--- src/rtl/bcd_to_bin.sv ---
// Sequential BCD-to-binary converter (reverse double-dabble) for the MDR operand input path.
// One shift/correct iteration per cycle; result, overflow and invalid-digit flags are held after done.
module bcd_to_bin #(
    parameter int N_DIGITS = 5,
    parameter int W_OUT    = 16
) (
    input  logic                    clk,
    input  logic                    rst,
    input  logic                    start,
    input  logic [4*N_DIGITS-1:0]   bcd_in,
    output logic [W_OUT-1:0]        bin_out,
    output logic                    busy,
    output logic                    done,
    output logic                    ovf,
    output logic                    err
);

    localparam int W_INT = 4 * N_DIGITS;
    localparam int W_CNT = $clog2(W_INT + 1);

    typedef enum logic [1:0] {
        IDLE      = 2'd0,
        PROCESING = 2'd1,
        READY     = 2'd2
    } state_e;

    state_e             r_state;
    state_e             w_state_next;
    logic [W_INT-1:0]   r_bcd;
    logic [W_INT-1:0]   r_bin;
    logic [W_CNT-1:0]   r_cnt;

    logic [2*W_INT-1:0] w_shift;
    logic [W_INT-1:0]   w_bcd_next;
    logic [W_INT-1:0]   w_bin_next;
    logic               w_invalid;
    logic               w_last;
    logic               w_ovf;

    function automatic logic has_bad_digit(input logic [W_INT-1:0] v);
        logic bad;
        bad = 1'b0;
        for (int i = 0; i < N_DIGITS; i++) begin
            if (v[4*i +: 4] > 4'd9) bad = 1'b1;
        end
        return bad;
    endfunction

    // Undo the x2 carry of a decimal digit after a right shift: digit >= 8 means -3.
    function automatic logic [W_INT-1:0] correct_digits(input logic [W_INT-1:0] v);
        logic [W_INT-1:0] res;
        res = v;
        for (int i = 0; i < N_DIGITS; i++) begin
            if (v[4*i +: 4] >= 4'd8) res[4*i +: 4] = v[4*i +: 4] - 4'd3;
        end
        return res;
    endfunction

    always_comb begin
        w_shift    = {r_bcd, r_bin} >> 1;
        w_bcd_next = correct_digits(w_shift[2*W_INT-1:W_INT]);
        w_bin_next = w_shift[W_INT-1:0];
        w_invalid  = has_bad_digit(bcd_in);
        w_last     = (r_cnt == W_CNT'(W_INT - 1));
        w_ovf      = ((w_bin_next >> W_OUT) != '0);
    end

    always_ff @(posedge clk or negedge rst) begin
        if (!rst) r_state <= IDLE;
        else      r_state <= w_state_next;
    end

    always_comb begin
        w_state_next = r_state;
        case (r_state)
            IDLE:      if (start) w_state_next = w_invalid ? READY : PROCESING;
            PROCESING: if (w_last) w_state_next = READY;
            READY:     w_state_next = IDLE;
            default:   w_state_next = IDLE;
        endcase
    end

    assign busy = (r_state == PROCESING);
    assign done = (r_state == READY);

    always_ff @(posedge clk or negedge rst) begin
        if (!rst) begin
            r_bcd   <= '0;
            r_bin   <= '0;
            r_cnt   <= '0;
            bin_out <= '0;
            ovf     <= 1'b0;
            err     <= 1'b0;
        end else begin
            case (r_state)
                IDLE: begin
                    if (start) begin
                        if (w_invalid) begin
                            err     <= 1'b1;
                            ovf     <= 1'b0;
                            bin_out <= '0;
                        end else begin
                            r_bcd <= bcd_in;
                            r_bin <= '0;
                            r_cnt <= '0;
                        end
                    end
                end
                PROCESING: begin
                    r_bcd <= w_bcd_next;
                    r_bin <= w_bin_next;
                    r_cnt <= r_cnt + 1'b1;
                    if (w_last) begin
                        err     <= 1'b0;
                        ovf     <= w_ovf;
                        bin_out <= w_ovf ? '1 : w_bin_next[W_OUT-1:0];
                    end
                end
                default: ;
            endcase
        end
    end

endmodule

--- config.mk ---
export PLATFORM = sky130hd
export DESIGN_NAME = bcd_to_bin
export DESIGN_NICKNAME = d
export VERILOG_FILES = /design/src/rtl/bcd_to_bin.sv
export SDC_FILE = /design/constraint.sdc
export NUM_CORES = 1
export LEC_CHECK = 0
export BUFFER_PORTS_ARGS = -buffer_cell sky130_fd_sc_hd__buf_2
export CAP_MARGIN = 20
export CORE_MARGIN = 3
export CORE_UTILIZATION = 57
export CTS_BUF_LIST = sky130_fd_sc_hd__clkbuf_16
export CTS_CLUSTER_DIAMETER = 50
export CTS_CLUSTER_SIZE = 28
export DETAILED_ROUTE_END_ITERATION = 12
export PLACE_DENSITY = 0.79
export RECOVER_POWER = 50
export SYNTH_ARGS = -nofsm -noshare
export SYNTH_HDL_FRONTEND = slang
export SYNTH_SLANG_ARGS = --single-unit
--- constraint.sdc ---
create_clock -name clk -period 1.85 [get_ports clk]
set_input_delay 0.0925 -clock clk [delete_from_list [all_inputs] [get_ports clk]]
set_output_delay 0.0925 -clock clk [all_outputs]
set_load 0.005 [all_outputs]
# Word level (Yosys, flattened, before mapping)
# Index checks and enable logic that the tools add are counted.
[op_classes] add_sub_neg=6 order_cmp=10 reduce_logical=6 mux=36 eq_ne=7
[op_table] op="20-bit two-way mux" count=4
[op_table] op="20-bit one-hot mux with 2 select lines" count=2
[op_table] op="16-bit two-way mux" count=4
[op_table] op="16-bit one-hot mux with 2 select lines" count=1
[op_table] op="4-bit > comparator, second input constant" count=5
[op_table] op="4-bit two-way mux" count=5
[op_table] op="20-bit nonzero test" count=1
[op_table] op="4-bit greater-or-equal comparator, second input constant" count=4
[op_table] op="4-bit by 2-bit subtractor with 4-bit output, second input constant" count=4
[op_table] op="1-bit two-way mux" count=11
[op_table] op="5-bit two-way mux" count=2
[op_table] op="5-bit one-hot mux with 2 select lines" count=1
[op_table] op="2-bit two-way mux" count=3
[op_table] op="2-bit != test, second input constant" count=3
[op_table] op="5-bit by 1-bit adder with 5-bit output, second input constant" count=1
[op_table] op="5-bit == test, second input constant" count=1
[op_table] op="3-bit by 4-bit greater-or-equal comparator with 1-bit output, second input constant" count=1
[op_table] op="1-bit one-hot mux with 2 select lines" count=2
[op_table] op="2-bit one-hot mux with 2 select lines" count=1
[op_table] op="4-bit AND reduction" count=1
[op_table] op="3-bit by 2-bit subtractor with 4-bit output, second input constant" count=1
[op_table] op="3-bit AND reduction" count=1
[op_table] op="2-bit by 1-bit == test with 1-bit output, second input constant" count=1
[op_table] op="2-bit == test, second input constant" count=1
[op_table] op="4 further kinds" count=4
[word_totals] word_cells=72 reg_bits=65 input_bits=23 output_inout_bits=20

# Depth between registers and ports, before layout
# Gate-level depths: netlist of the first run.
[logic_depth] word_depth=9 depth_mapped=7 mapped_depth_nobuf=6

# Least setup slack after synthesis of the first run
# Ideal clock, no wire load.
[synth_timing] kind="register -> register" start="reg r_bin[19]" end="reg bin_out[0]" setup_time_ns=0.126 path_buffers=2 path_stages_with_launch=6 arrival_time_ns=1.393 required_ns=1.724 slack_ns=0.331 path_cell_list="dfrtp_1 or4_1 clkbuf_1 clkbuf_1 nor3_1 a21oi_1"
[synth_between] elab_chain_cells=4
[synth_lines] item="start: declaration" line_no="30" source="logic [W_INT-1:0] r_bin;"
[synth_lines] item="start signal: assignment" line_no="111" source="r_bin <= w_bin_next;"
[synth_lines] item="20-bit nonzero test" line_no="65" source="w_ovf = ((w_bin_next >> W_OUT) != '0);"
[synth_lines] item="16-bit two-way mux" line_no="116" source="bin_out <= w_ovf ? '1 : w_bin_next[W_OUT-1:0];"
[synth_lines] item="16-bit two-way mux" line_no="113" source="if (w_last) begin"
[synth_lines] item="16-bit one-hot mux with 2 select lines" line_no="95" source="case (r_state)"
[synth_lines] item="end signal: assignment" line_no="116"
[synth_lines] item="end: declaration" line_no="11" source="output logic [W_OUT-1:0] bin_out,"
# No other way between the ends. The select of a mux whose other input is x is not followed.
# A chain may end at the register's enable or synchronous reset.

# Worst setup path in the final report of the first run
[layout_timing] start="reg r_state[1]" end="out busy"
[layout_between] elab_chain_cells=1
[layout_lines] item="start: declaration" line_no="27" source="state_e r_state;"
[layout_lines] item="start signal: assignment" line_no="70" source="else r_state <= w_state_next;"
[layout_lines] item="2-bit by 1-bit == test with 1-bit output" line_no="83" source="assign busy = (r_state == PROCESING);"
[layout_lines] item="end: declaration" line_no="12" source="output logic busy,"
# No other way between the ends.

==> results of run 1 <==
==> cells in the final DEF (no fill, tap or decap), types with 7 or more instances in the layout <==
cell and n:
nor2_1 25, nand2_1 34, mux2i_1 7, buf_2 37, buf_4 9, dfrtp_1 64, inv_1 14, clkbuf_16 9
nor3_1 12, a22o_1 21, nand3_1 9, ha_1 9, xnor2_1 8, o21ai_0 32, a21oi_1 28
==> state kept, by name, summed over array words and instances (netlist names) <==
name	cells
r_state	2
r_bin	19
err	1
r_cnt	5
ovf	1
r_bcd	20
bin_out	16
==> cell families after synthesis <==
group	share of synthesized area
flops	0.534
compound gates	0.197
simple gates	0.137
fa+ha+maj	0.0375
xor+xnor	0.0234
buf+inv	0.0480
mux	0.0234
==> power by group through the flow <==
stage / Clock, mW / Sequential (mW) / Combinational [mW]
CTS: 1.69 / 2.07 / 1.18
floorplan: 0 / 2.01 / 0.899
global route: 1.74 / 2.14 / 1.33
detailed placement: 0 / 2.09 / 1.15
finish: 1.66 / 2.07 / 1.16
global placement: 0 / 2.07 / 1.11
==> cell type report <==
cell class / instances / area (µm²)
clock buffer: 9 / 225
tap: 67 / 83.8
fill: 364 / 1330
inverter: 14 / 52.6
multi-input combinational: 212 / 1260
timing repair buffer: 53 / 289
sequential: 64 / 1600
clock inverter: 7 / 71.3
==> metrics by stage <==
step | setup slack [ps] | power (mW) | util | instance area [µm²] | hold WS (ps)
after floorplan | 331 | 2.91 | - | 3000 | -203
after global placement | 248 | 3.18 | 0.670 | 3290 | 127
after detailed placement | 183 | 3.24 | 0.670 | 3290 | 135
after CTS | 85.9 | 4.93 | 0.733 | 3600 | 22.3
after global routing | 7.98 | 5.20 | 0.729 | 3580 | 34.9
final | 64.1 | 4.89 | 0.729 | 3580 | 26.3
==> per-layer routing <==
| metal | part of all wire | track usage | routed length (µm) |
|---|---|---|---|
| met2 | 0.48 | 0.339 | 3010 |
| met3 | 0.045 | 0.0367 | 287 |
| met4 | 0.031 | 0.143 | 193 |
| met5 | 0 | 0 | 0 |
| met1 | 0.45 | 0.313 | 2820 |
==> worst max-delay path by stage <==
stage                    start          to  slack, ps  cells after the start
global placement    r_state[1]    r_bcd[7]        250                      4
CTS                 r_state[1]        busy         90                      5
finish              r_state[1]        busy         60                      5
detailed placement   r_bin[19]  bin_out[9]        180                      3
global route        r_state[1]        busy          8                      5
floorplan            r_bin[19]  bin_out[0]        330                      5
==> worst max-delay path, delay by kind of cell (launching register included) <==
kind,cells,cell delay [ps]
and+or+nand+nor,1,190
DFF,1,440
buffers and inverters,4,730
==> repair_timing <==
item,in CTS,in global routing
endpoints found under the setup margin,0,0
setup buffers,0,0
hold buffers,1,0
endpoints found under the hold margin,64,0
gates resized for setup,0,0
==> reports/metrics.cfg, run 1 <==
[yosys]
syn_nets = 342
synth.distinct_cells = 30
synth_ff_type = dfrtp_1
synthTopCellsByArea = dfrtp_1, a22o_1, o21ai_0, a21oi_1, nand2_1
synth.most_common_cell = dfrtp_1
async_flop_share = 1.00
synth_cells = 310
synthesis.area_mm2 = 0.00300
synth-edff-count = 0
synth_largest_area_cell = dfrtp_1
synth_seq_cells = 64
yosys.area.top_type_share = 0.534
syn_area_per_cell_um2 = 9.68
synth_common_cells = dfrtp_1, nand2_1, o21ai_0, a21oi_1, nor2_1
yosys_warnings = 0
seq_area_frac_synth = 0.534

[detailed_routing]
ant_nets = 0
drc = 0
drt_iter0_markers = 162
post_drt_wl_per_cell_um = 14.8
first_pass_iters = 4
vias = 2391
routed_wl_mm = 6.31
viasPerCell = 5.61

[placement]
gp_congestion = 0.802
place_inst = 409
port_buffers = 42
place_hpwl_mm = 3.98

[critical_path]
slowest_delay_ps = 440
slowest_stage = dfrtp_1
startpoint_type = register
r2r-start = r_state[1]
crit_required_ps = 1760
ff2ff_path_depth = 4
cp_common_cell = buf_4
timing.rr.end = r_cnt[3]
r2r_slack_ps = 140
cp_max_fo = 31
critPathArrivalTime_ps = 1690
crit_chain = nand2b_1 -> buf_4 -> inv_1 -> buf_4 -> buf_2
path_class = reg -> out
end_kind = output pin

[floorplan]
num_rows = 25
die_h_um = 78.6
die_w_um = 78.6
core_area_mm2 = 0.00491
dieArea_mm2 = 0.00617
ios = 43
start_util = 0.611

[power_and_ir_drop]
intPower_mw = 3.30
p_switching_mw = 1.59
clkPwrFrac = 0.339
p_seq_frac = 0.423
p_sw_frac = 0.326
p_leak_nw = 1.74
p_per_area_mw_per_mm2 = 1370
ir_drop_mv = 0.905
share_comb_of_total_power = 0.237

[global_route]
antenna_found_initial = 0
grt_use_total = 0.228
grt_pass1_vias = 2293
grt_pass1_wl_mm = 10.9
grt_overflow_total = 0
grt_max_degree = 65

[sta]
hold_viol_final = 0
finalSetupViolations = 0
slew_headroom = 0.445
period_share = 0.965
period_minus_slack_ps = 1790
max_freq_ghz = 0.560
setup_tns_ps = 0
worst_pin_slew_ps = 832
drv_slew = 0
skew_ps = 8.11
rsz0062_at_grt = false

[min_path]
hold_path.startpoint = bcd_in[19]
min_path_type = in -> reg
worstHoldEndpoint = r_bcd[19]
whs_path_depth = 2

[layout]
finalNonFillerCells = 426
antenna_cells = 0
nNetsFinal = 386
area_growth_pct = 19.3
drive_above_1_share = 0.178

[clock_tree]
htree_num_levels = 3
cts_sinks = 64
clock_latency_ps = 320
cts_tree = built
root_buffer = clkbuf_16
clk_pin_slew_ps = 60
cts_made_buffers = 9
clock_path_buffers = 2

[run]
max-cap-violations = 0

[outcome]
status = finished clean

Note: power is estimated with default switching activity, not from simulation.
==> run 2, diff against run 1 <==
--- a/config.mk
+++ b/config.mk
@@ -8,13 +8,14 @@
 export BUFFER_PORTS_ARGS = -buffer_cell sky130_fd_sc_hd__buf_2
 export CAP_MARGIN = 20
 export CORE_MARGIN = 3
-export CORE_UTILIZATION = 57
-export CTS_BUF_LIST = sky130_fd_sc_hd__clkbuf_16
+export CORE_UTILIZATION = 59
+export CTS_BUF_LIST = sky130_fd_sc_hd__clkbuf_4 sky130_fd_sc_hd__clkbuf_8
 export CTS_CLUSTER_DIAMETER = 50
 export CTS_CLUSTER_SIZE = 28
 export DETAILED_ROUTE_END_ITERATION = 12
-export PLACE_DENSITY = 0.79
+export PLACE_DENSITY = 0.82
 export RECOVER_POWER = 50
+export REMOVE_ABC_BUFFERS = 1
 export SYNTH_ARGS = -nofsm -noshare
 export SYNTH_HDL_FRONTEND = slang
 export SYNTH_SLANG_ARGS = --single-unit
==> reports/metrics.cfg, run 2 (same netlist as run 1, synthesis figures left out) <==
[critical_path]
crit_start = r_state[1]  ; unchanged
path_class = reg -> out  ; unchanged
crit_required_ps = 1760  ; about the same
critPathArrivalTime_ps = 1570  ; was 1690 ps
end_kind = output pin  ; unchanged
r2r-start = r_state[1]  ; unchanged
startpoint_type = register  ; unchanged
cp_max_fo = 18  ; was 31

[floorplan]
ios = 43  ; unchanged
dieArea_mm2 = 0.00598  ; was 0.00617 mm²
num_rows = 25  ; unchanged
die_h_um = 77.3  ; was 78.6 µm
start_util = 0.623  ; was 0.611
die_w_um = 77.3  ; was 78.6 µm
core_area_mm2 = 0.00482  ; was 0.00491 mm²

[power_and_ir_drop]
p_leak_nw = 1.73  ; was 1.74 nW
p_per_area_mw_per_mm2 = 1300  ; was 1370 mW/mm²
ir_drop_mv = 0.918  ; was 0.905 mV
power_mw = 4.60  ; was 4.89 mW

[layout]
drive_above_1_share = 0.194  ; was 0.178
final_cell_mix = dfrtp_1, buf_2, nand2_1  ; unchanged
area_growth_pct = 17.5  ; was 19.3%
reg.largest.list = r_bcd x20, r_bin x19, bin_out x16  ; unchanged
utilization = 0.732  ; was 0.729
antenna_cells = 0  ; unchanged
seqCellArea_mm2 = 0.00160  ; unchanged
finalNonFillerCells = 428  ; was 426
n_fill_cell = 382  ; was 364
nNetsFinal = 388  ; was 386
multi_input_area_mm2 = 0.00126  ; unchanged
final_common_cell = dfrtp_1  ; unchanged
largest_reg_flops = 20  ; unchanged
top_register = r_bcd  ; unchanged

[global_route]
grt_max_degree = 65  ; unchanged
grt_pass1_vias = 2212  ; was 2,293
grt_overflow_total = 0  ; unchanged
antenna_found_initial = 0  ; unchanged
grt_use_total = 0.223  ; was 0.228
grt_pass1_wl_mm = 10.7  ; was 10.9 mm

[sta]
hold_ws_ps = 15.4  ; was 26.3 ps
slew_headroom = 0.0861  ; was 0.445
max_freq_ghz = 0.601  ; was 0.560 GHz
skew_ps = 7.39  ; was 8.11 ps
period_share = 0.899  ; was 0.965
period_minus_slack_ps = 1660  ; was 1790 ps
finalSetupViolations = 0  ; unchanged
rsz0062_at_grt = false  ; unchanged
drv_slew = 0  ; unchanged
hold_viol_final = 0  ; unchanged
worst_pin_slew_ps = 1370  ; was 832 ps

[placement]
place_inst = 411  ; was 409
port_buffers = 42  ; unchanged
place_hpwl_mm = 4.06  ; was 3.98 mm
gp_congestion = 0.777  ; was 0.802

[detailed_routing]
routed_wl_mm = 6.07  ; was 6.31 mm
drt_iter0_markers = 164  ; was 162
vias = 2362  ; was 2,391
post_drt_wl_per_cell_um = 14.2  ; was 14.8 µm
viasPerCell = 5.52  ; was 5.61
drc = 0  ; unchanged
first_pass_iters = 4  ; unchanged
ant_nets = 0  ; unchanged

[clock_tree]
clock_path_buffers = 2  ; unchanged
htree_num_levels = 3  ; unchanged
cts_tree = built  ; unchanged
clk_pin_slew_ps = 70  ; was 60 ps
cts_sinks = 64  ; unchanged
clock_latency_ps = 330  ; was 320 ps
root_buffer = clkbuf_8  ; was clkbuf_16
cts_made_buffers = 9  ; unchanged

[run]
max-cap-violations = 0  ; unchanged

[min_path]
min_path_type = in -> reg  ; unchanged
hold_path.startpoint = bcd_in[19]  ; unchanged

[outcome]
status = finished clean  ; unchanged

## run 2: cell count changes in the layout (fill, tap and decap cells not counted), sizes merged
cell / before / now
buf: 46 / 52
bufinv: 1 / 2
clkinv: 3 / 1
inv: 15 / 14
clkbuf: 15 / 13
## run 2: what timing repair did
item / CTS / global route
setup buffers: 0 / 0
gates resized for setup: 0 / 0
hold buffers: 1 / 0
endpoints found under the hold margin: 64 / 0
## run 2: metrics by stage
stage | setup TNS [ps] | setup slack, ps | cell area [µm²]
2_1_floorplan | -55950 | -1030 | 2910
3_3_place_gp | 0 | 295 | 3310
3_5_place_dp | 0 | 258 | 3310
4_1_cts | 0 | 183 | 3540
5_1_grt | 0 | 57.0 | 3520
6_report | 0 | 187 | 3520
## run 2: area by class of cell
cell class	instances	area share
tap	67	0.0238
sequential	64	0.454
clock inverter	5	0.0227
multi-input combinational	212	0.356
inverter	14	0.0149
clock buffer	11	0.0412
timing repair buffer	55	0.0866
## run 2: report_power, final
part	total [mW]	internal (mW)	switching (mW)
logic	1.19	0.557	0.632
clock network	1.33	0.808	0.523
registers	2.08	1.73	0.350
## run 2: worst max-delay path, stage by stage, from the launching register on
cell      delay, ps
dfrtp_1         410
nand2b_1        190
buf_4           190
inv_1            90
buf_4           220
buf_2           140
## run 2: per-layer routing
metal	up-vias	wire length (µm)	track usage
met4	0	126	0.0925
met2	48	2900	0.341
met3	10	203	0.0387
li1	1168	-	-
met1	1136	2840	0.316
met5	-	0	0
## run 2: final timing paths
check | to | slack [ps] | cells past startpoint
min in group asynchronous | ovf | 690 | 3
worst max-delay path | busy | 190 | 5
worst min-delay path | r_bcd[19] | 20 | 2
worst min register to register | r_bcd[17] | 480 | 2
max in group asynchronous | r_bin[15] | 320 | 3
worst max register to register | r_bcd[4] | 220 | 4
==> run 3, diff against run 2 <==
--- a/config.mk
+++ b/config.mk
@@ -7,7 +7,6 @@
 export LEC_CHECK = 0
 export BUFFER_PORTS_ARGS = -buffer_cell sky130_fd_sc_hd__buf_2
 export CAP_MARGIN = 20
-export CORE_MARGIN = 3
 export CORE_UTILIZATION = 59
 export CTS_BUF_LIST = sky130_fd_sc_hd__clkbuf_4 sky130_fd_sc_hd__clkbuf_8
 export CTS_CLUSTER_DIAMETER = 50
==> reports/metrics.cfg, run 3 (same netlist as run 1, synthesis figures left out) <==
[outcome]
status = finished clean  ; unchanged

[critical_path]
r2r_slack_ps = 130  ; was 220 ps
crit_start = r_bin[19]  ; was r_state[1]
cp_max_fo = 17  ; was 18
startpoint_type = register  ; unchanged
crit_required_ps = 2060  ; was 1760 ps
path_class = reg -> reg  ; was reg -> out
end_kind = register  ; was output pin
r2r-start = r_bin[19]  ; was r_state[1]
critPathArrivalTime_ps = 1920  ; was 1570 ps

[sta]
skew_ps = 9.19  ; was 7.39 ps
drv_slew = 0  ; unchanged
rsz0062_at_grt = false  ; unchanged
fin_ws_ps = 135  ; was 187 ps
worst_pin_slew_ps = 1370  ; about the same
slew_headroom = 0.0879  ; was 0.0861
max_freq_ghz = 0.583  ; was 0.601 GHz
period_share = 0.927  ; was 0.899
finalSetupViolations = 0  ; unchanged
period_minus_slack_ps = 1720  ; was 1660 ps
hold_viol_final = 0  ; unchanged

[floorplan]
die_h_um = 73.3  ; was 77.3 µm
start_util = 0.623  ; unchanged
core_area_mm2 = 0.00482  ; unchanged
dieArea_mm2 = 0.00537  ; was 0.00598 mm²
ios = 43  ; unchanged
die_w_um = 73.3  ; was 77.3 µm
num_rows = 25  ; unchanged

[layout]
drive_above_1_share = 0.188  ; was 0.194
area_growth_pct = 16.9  ; was 17.5%
design_area_mm2 = 0.00351  ; was 0.00352 mm²
largest_reg_flops = 20  ; unchanged
final_cell_mix = dfrtp_1, buf_2, nand2_1  ; unchanged
reg.largest.list = r_bcd x20, r_bin x19, bin_out x16  ; unchanged
top_register = r_bcd  ; unchanged
nNetsFinal = 384  ; was 388
n_fill_cell = 380  ; was 382
final_common_cell = dfrtp_1  ; unchanged
antenna_cells = 0  ; unchanged

[global_route]
grt_pass1_wl_mm = 9.89  ; was 10.7 mm
grt_pass1_vias = 2167  ; was 2,212
grt_overflow_total = 0  ; unchanged
grt_use_total = 0.248  ; was 0.223
grt_max_degree = 65  ; unchanged
antenna_found_initial = 0  ; unchanged

[clock_tree]
cts_tree = built  ; unchanged
clock_path_buffers = 2  ; unchanged
root_buffer = clkbuf_8  ; unchanged
htree_num_levels = 3  ; unchanged
cts_setup_buffers = 0  ; unchanged
cts_made_buffers = 9  ; unchanged
clock_latency_ps = 340  ; was 330 ps
clk_pin_slew_ps = 70  ; about the same
cts_sinks = 64  ; unchanged

[detailed_routing]
drc = 0  ; unchanged
drt_iter0_markers = 150  ; was 164
first_pass_iters = 4  ; unchanged
routed_wl_mm = 5.87  ; was 6.07 mm
post_drt_wl_per_cell_um = 13.8  ; was 14.2 µm
viasPerCell = 5.59  ; was 5.52
ant_nets = 0  ; unchanged
vias = 2369  ; was 2,362

[placement]
place_area_mm2 = 0.00328  ; was 0.00331 mm²
gp_congestion = 0.765  ; was 0.777
port_buffers = 42  ; unchanged
dpl_worst_slack_ps = 198  ; was 258 ps
place_hpwl_mm = 3.77  ; was 4.06 mm

[min_path]
min_path_type = in -> reg  ; unchanged
hold_path.startpoint = bcd_in[19]  ; unchanged

[run]
max-cap-violations = 0  ; unchanged

[power_and_ir_drop]
p_leak_nw = 1.72  ; was 1.73 nW
p_per_area_mw_per_mm2 = 1300  ; about the same
ir_drop_mv = 0.967  ; was 0.918 mV

==> run 3: cell types whose count changed in the layout (fill, tap and decap cells not counted), sizes merged <==
cell    before  now
buf         52   48
clkbuf      13   12
clkinv       1    2
==> run 3: timing repair <==
action                                  4_1_cts  5_1_grt
hold buffers                                  1        0
hold endpoints to repair                     64        0
endpoints found under the setup margin        0        5
gates resized for setup                       0        2
==> run 3: metal layers <==
metal  up-vias  wire length (µm)  track usage
met2        55              2670        0.366
met4         0               118        0.107
met3        12               254       0.0604
met1      1138              2820        0.351
li1       1164                 -            -
met5         -                 0            0
==> run 3: worst paths after layout <==
check / cells past startpoint / to
hold / removal: 2 / r_bcd[19]
setup / recovery: 3 / bin_out[14]
setup reg to reg: 3 / bin_out[14]
hold reg to reg: 2 / r_bcd[17]
max in group asynchronous: 3 / bin_out[15]
min in group asynchronous: 3 / err
==> run 3: metrics by stage <==
step | hold WS (ps) | std cells | total power, mW | setup TNS [ps] | utilization
after CTS | 3.06 | 424 | 4.59 | 0 | 0.730
after floorplan | -203 | 290 | 2.86 | -55950 | -
after detailed placement | 127 | 407 | 3.23 | 0 | 0.680
after global placement | 126 | 407 | 3.17 | 0 | 0.680
after global routing | 16.2 | 424 | 4.89 | 0 | 0.728
final | 9.68 | 424 | 4.58 | 0 | 0.728
==> run 3: layout make-up <==
cell class	count	area, µm²	share of cell area
Sequential cell	64	1600	0.456
Multi-Input combinational cell	212	1260	0.359
Timing Repair Buffer	51	279	0.0795
Clock buffer	10	138	0.0392
Clock inverter	6	92.6	0.0264
Tap cell	67	83.8	0.0239
Inverter	14	52.6	0.0150
==> run 3: worst max-delay path: stages, from the launching register on <==
cell	delay, ps
dfrtp_1	400
or4_1	830
o21ai_0	270
o21ai_0	90
==> run 3: power by group <==
part | switching [mW] | internal, mW
clock network | 0.548 | 0.799
registers | 0.352 | 1.73
logic | 0.625 | 0.525
